`src/rtl/tff_toggle_sequencer.sv`:
```
// Steers a bank of N T flip-flops to a commanded pattern: one toggle per step, LSB
// first, then verifies the live Q value and retries a bounded number of times.
module tff_toggle_sequencer #(
    parameter int N         = 4,
    parameter int MAX_RETRY = 2
) (
    input  logic         clk,
    input  logic         rst,
    input  logic         cmd_valid,
    output logic         cmd_ready,
    input  logic [N-1:0] cmd_target,
    input  logic         cmd_abort,
    input  logic [N-1:0] q_in,
    output logic [N-1:0] t_out,
    output logic         busy,
    output logic         done,
    output logic         err,
    output logic [7:0]   toggle_cnt
);

    typedef enum logic [2:0] {
        S_IDLE,
        S_CALC,
        S_TOGGLE,
        S_WAIT,
        S_CHECK,
        S_DONE
    } state_t;

    localparam logic [2:0] RETRY_LIMIT = 3'(MAX_RETRY);

    state_t       state;
    state_t       state_nxt;
    logic [N-1:0] target_q;
    logic [N-1:0] mask_q;
    logic [N-1:0] diff;
    logic [N-1:0] step_src;
    logic [N-1:0] step_bit;
    logic [2:0]   retry_q;
    logic         accept;
    logic         abort_hit;

    assign cmd_ready = (state == S_IDLE) && rst;
    assign busy      = (state != S_IDLE);
    assign done      = (state == S_DONE);
    assign accept    = cmd_valid && cmd_ready;
    assign abort_hit = cmd_abort && (state inside {S_CALC, S_TOGGLE, S_WAIT, S_CHECK});

    // The pulse is loaded on entry to TOGGLE so the bank toggles on the edge that
    // ends TOGGLE; the first step comes from the fresh diff, later ones from mask_q.
    assign diff     = q_in ^ target_q;
    assign step_src = (state == S_CALC) ? diff : mask_q;
    assign step_bit = step_src & (-step_src);

    always_ff @(posedge clk or negedge rst) begin
        if (!rst) begin
            state <= S_IDLE;
        end else begin
            // NOTE: every sequential assignment is non-blocking so all registers
            // sample the same pre-edge values regardless of statement order.
            state <= state_nxt;
        end
    end

    always_comb begin
        // NOTE: default first so every path assigns state_nxt and no latch is inferred.
        state_nxt = state;
        if (abort_hit) begin
            state_nxt = S_DONE;
        end else begin
            case (state)
                S_IDLE:   if (accept) state_nxt = S_CALC;
                S_CALC:   state_nxt = (diff == '0) ? S_CHECK : S_TOGGLE;
                S_TOGGLE: state_nxt = S_WAIT;
                S_WAIT:   state_nxt = (mask_q != '0) ? S_TOGGLE : S_CHECK;
                S_CHECK: begin
                    if (q_in == target_q)          state_nxt = S_DONE;
                    else if (retry_q < RETRY_LIMIT) state_nxt = S_CALC;
                    else                            state_nxt = S_DONE;
                end
                S_DONE:   state_nxt = S_IDLE;
                default:  state_nxt = S_IDLE;
            endcase
        end
    end

    always_ff @(posedge clk or negedge rst) begin
        if (!rst) begin
            target_q   <= '0;
            mask_q     <= '0;
            t_out      <= '0;
            retry_q    <= '0;
            err        <= 1'b0;
            toggle_cnt <= '0;
        end else begin
            t_out <= '0;
            if (accept) begin
                target_q   <= cmd_target;
                mask_q     <= '0;
                retry_q    <= '0;
                err        <= 1'b0;
                toggle_cnt <= '0;
            end
            if (state_nxt == S_TOGGLE) begin
                t_out  <= step_bit;
                mask_q <= step_src & ~step_bit;
                if (toggle_cnt != 8'hFF) toggle_cnt <= toggle_cnt + 8'd1;
            end
            if ((state == S_CHECK) && (state_nxt == S_CALC)) begin
                retry_q <= retry_q + 3'd1;
            end
            // Abort always flags an error; otherwise only CHECK can reach DONE.
            if ((state_nxt == S_DONE) && (state != S_DONE)) begin
                err <= abort_hit || (q_in != target_q);
            end
        end
    end

endmodule
```
`config.mk`:
```
export PLATFORM = sky130hd
export DESIGN_NAME = tff_toggle_sequencer
export DESIGN_NICKNAME = d
export VERILOG_FILES = /design/src/rtl/tff_toggle_sequencer.sv
export SDC_FILE = /design/constraint.sdc
export NUM_CORES = 1
export LEC_CHECK = 0
export ABC_AREA = 1
export CORE_MARGIN = 3
export CORE_UTILIZATION = 58
export CTS_BUF_LIST = sky130_fd_sc_hd__clkbuf_2 sky130_fd_sc_hd__clkbuf_4 sky130_fd_sc_hd__clkbuf_8
export CTS_CLUSTER_DIAMETER = 30
export DETAILED_ROUTE_END_ITERATION = 12
export GPL_TIMING_DRIVEN = 0
export PLACE_DENSITY = 0.87
export SETUP_SLACK_MARGIN = 0.3
export SYNTH_ARGS = -nofsm -noshare
export SYNTH_HDL_FRONTEND = slang
export SYNTH_SLANG_ARGS = --single-unit
```
`constraint.sdc`:
```
create_clock -name clk -period 2.7 [get_ports clk]
set_input_delay 0.54 -clock clk [delete_from_list [all_inputs] [get_ports clk]]
set_output_delay 0.54 -clock clk [all_outputs]
set_load 0.005 [all_outputs]
```
==> impl_metrics.toml <==
[synth]
yosysMostFrequentCell = "nand2_1"
netlist_area_sq_um = 1540
synth_seq_cells = 26
synth_warnings = 0
synth_nets = 224
yosysTopAreaCellShare_pct = 42.3
ys_types = 23
ys_seq_area_share_pct = 42.3
synthTopCellsByCount = "nand2_1 (77), dfrtp_1 (26), inv_1 (25), nand3_1 (19), nor2_1 (16)"
synth_cells = 210
syn_avg_cell_area_sq_um = 7.32
yosysTopAreaCell = "dfrtp_1"
synthArstFlopShare_pct = 100
synth_ff_type = "dfrtp_1"
synth_edf_count = 0
synth_area_leaders = "dfrtp_1 (42%), nand2_1 (19%), nand3_1 (6.2%)"

[placed_design]
numPortBuffers = 27
place_hpwl_um = 2380
place.gp.congestion = 0.849

[sta]
tightest_slew_ns = 0.342
maxSlewViolCount = 0
rsz0062_at_grt = "no"
slew_headroom_pct = 77.2
period_needed_ns = 2.25
fin_crit_sh_pct = 83.4
hold_viol_final = 0
fin_skew_ns = 0.00537
max_freq_mhz = 444
setup_viol = 0
final.setup.tns_ns = 0

[detailed_routing]
drt-total-wl_um = 3140
vias = 1364
viasPerCell = 5.05
firstDrtPassIters = 4
drc = 0
post_drt_wl_per_cell_um = 11.6
drtIter0Drc = 56
antenna_left = 0

[worst_setup_path]
required_ns = 2.16
endpoint_kind = "primary output"
arrival_ns = 1.71
path_class = "flip-flop to primary output"
startpoint_type = "flip-flop"
cp_max_fo = 3
reg2reg_slack_ns = 0.94

[cts]
cts_sinks = 26
numCtsBuffers = 3
clockBufferDepth = 2
postCtsSetupRepairBufs = 0
cts_resized = 6
htree_levels = 1
worstSkewPairLatency_ns = 0.32
cts_tree = "yes"
clock-root-buffer = "clkbuf_4"
path_clk_slew_ns = 0.13
cts_hold_buf = 0

[pwr]
leakage_nw = 0.998
p_per_area_nw_per_um2 = 985
ir_drop_v = 0.000757

[global_routing]
antenna_found_initial = 0
grt_max_degree = 28
grt_use_total_pct = 20.5
grt_pass1_wl_um = 5380
grt_overflow = 0
first_global_vias = 1254

[run]
maxCapViolations = 0

[die]
die_x_um = 57.5
die_height_um = 57.5
io_pins = 28
core_sq_um = 2500
initial_utilization_pct = 61.5
rows = 18
die_area_sq_um = 3300

[cells_and_area]
fillers = 211
fin_nets = 256
syn_to_final_growth_pct = 21.3
n_antenna_cell = 0
fin_util_pct = 74.6
drive_gt1_share_pct = 9.58

[status]
status = "finished, final reports clean"

[min_path]
holdCritPathClass = "primary input to async pin"
==> stage by stage <==
step / std cells / hold slack [ns] / power, mW / worst slack (ns) / instance area, sq um
2_1_floorplan: 210 / 0.244 / 1.35 / 1.17 / 1540
3_3_place_gp: 267 / 0.483 / 1.65 / -0.649 / 1840
3_5_place_dp: 267 / 0.494 / 1.68 / -0.644 / 1840
4_1_cts: 270 / 0.108 / 1.85 / 0.438 / 1860
5_1_grt: 270 / 0.106 / 2.02 / 0.365 / 1860
6_report: 270 / 0.102 / 1.84 / 0.447 / 1860
==> power breakdown <==
| group | switching (mW) | internal, mW |
|---|---|---|
| combinational | 0.589 | 0.438 |
| clock | 0.111 | 0.0523 |
| sequential | 0.120 | 0.526 |
==> kinds of logic after synthesis <==
family	count (synthesis)	share of synthesized area [%]
adders and majority gates	2	1.63
and+or+nand+nor	125	36.2
AOI/OAI and AO/OA	19	7.25
buffers and inverters	33	9.77
DFF	26	42.3
xor gates and xnor gates	5	2.85
==> cell type report <==
| class | count | area [sq um] | share of cell area [%] |
|---|---|---|---|
| multi-input combinational | 151 | 736 | 39.5 |
| sequential | 26 | 651 | 34.9 |
| tap | 30 | 37.5 | 2.01 |
| inverter | 29 | 109 | 5.84 |
| timing repair buffer | 27 | 268 | 14.4 |
| buffer | 4 | 41.3 | 2.21 |
| clock buffer | 3 | 22.5 | 1.21 |
==> state kept, by name (all words and copies together), names as in the netlist <==
| name | count |
|---|---|
| toggle_cnt | 8 |
| err | 1 |
| retry_q | 3 |
| mask_q | 3 |
| t_out | 4 |
| target_q | 4 |
| state | 3 |
==> worst paths after layout <==
check / startpoint / endpoint / cells after the start
setup / recovery: state[1] / cmd_ready / 4
hold / removal: rst / target_q[2] / 1
setup reg to reg: toggle_cnt[0] / toggle_cnt[2] / 11
hold reg to reg: mask_q[3] / mask_q[3] / 2
max in group asynchronous: rst / target_q[0] / 1
min in group clk: mask_q[3] / mask_q[3] / 2
==> metal layers <==
metal	vias up	part of all wire (%)	GRT usage, %
met5	-	0	0
met4	0	0.61	4.64
met3	2	5.7	5.43
met2	33	49	34.4
met1	624	45	26.4
li1	705	-	-
==> placed cells by master (no fill, tap or decap), types with 4 or more instances in the layout <==
cell type	Yosys	final
nand2_1	77	77
dfrtp_1	26	26
clkdlybuf4s50_1	0	26
inv_1	25	25
nand3_1	19	19
nor2_1	16	16
o21ai_0	9	9
nor2_2	4	4
a21oi_1	4	4
==> worst max-delay path, cell delays in order, from the launching register on <==
cell	delay (ns)
dfrtp_1	0.43
nor2_2	0.21
nand2_4	0.09
nor2_4	0.13
clkdlybuf4s50_1	0.52
No activity file was read; power rests on OpenSTA's default activity.
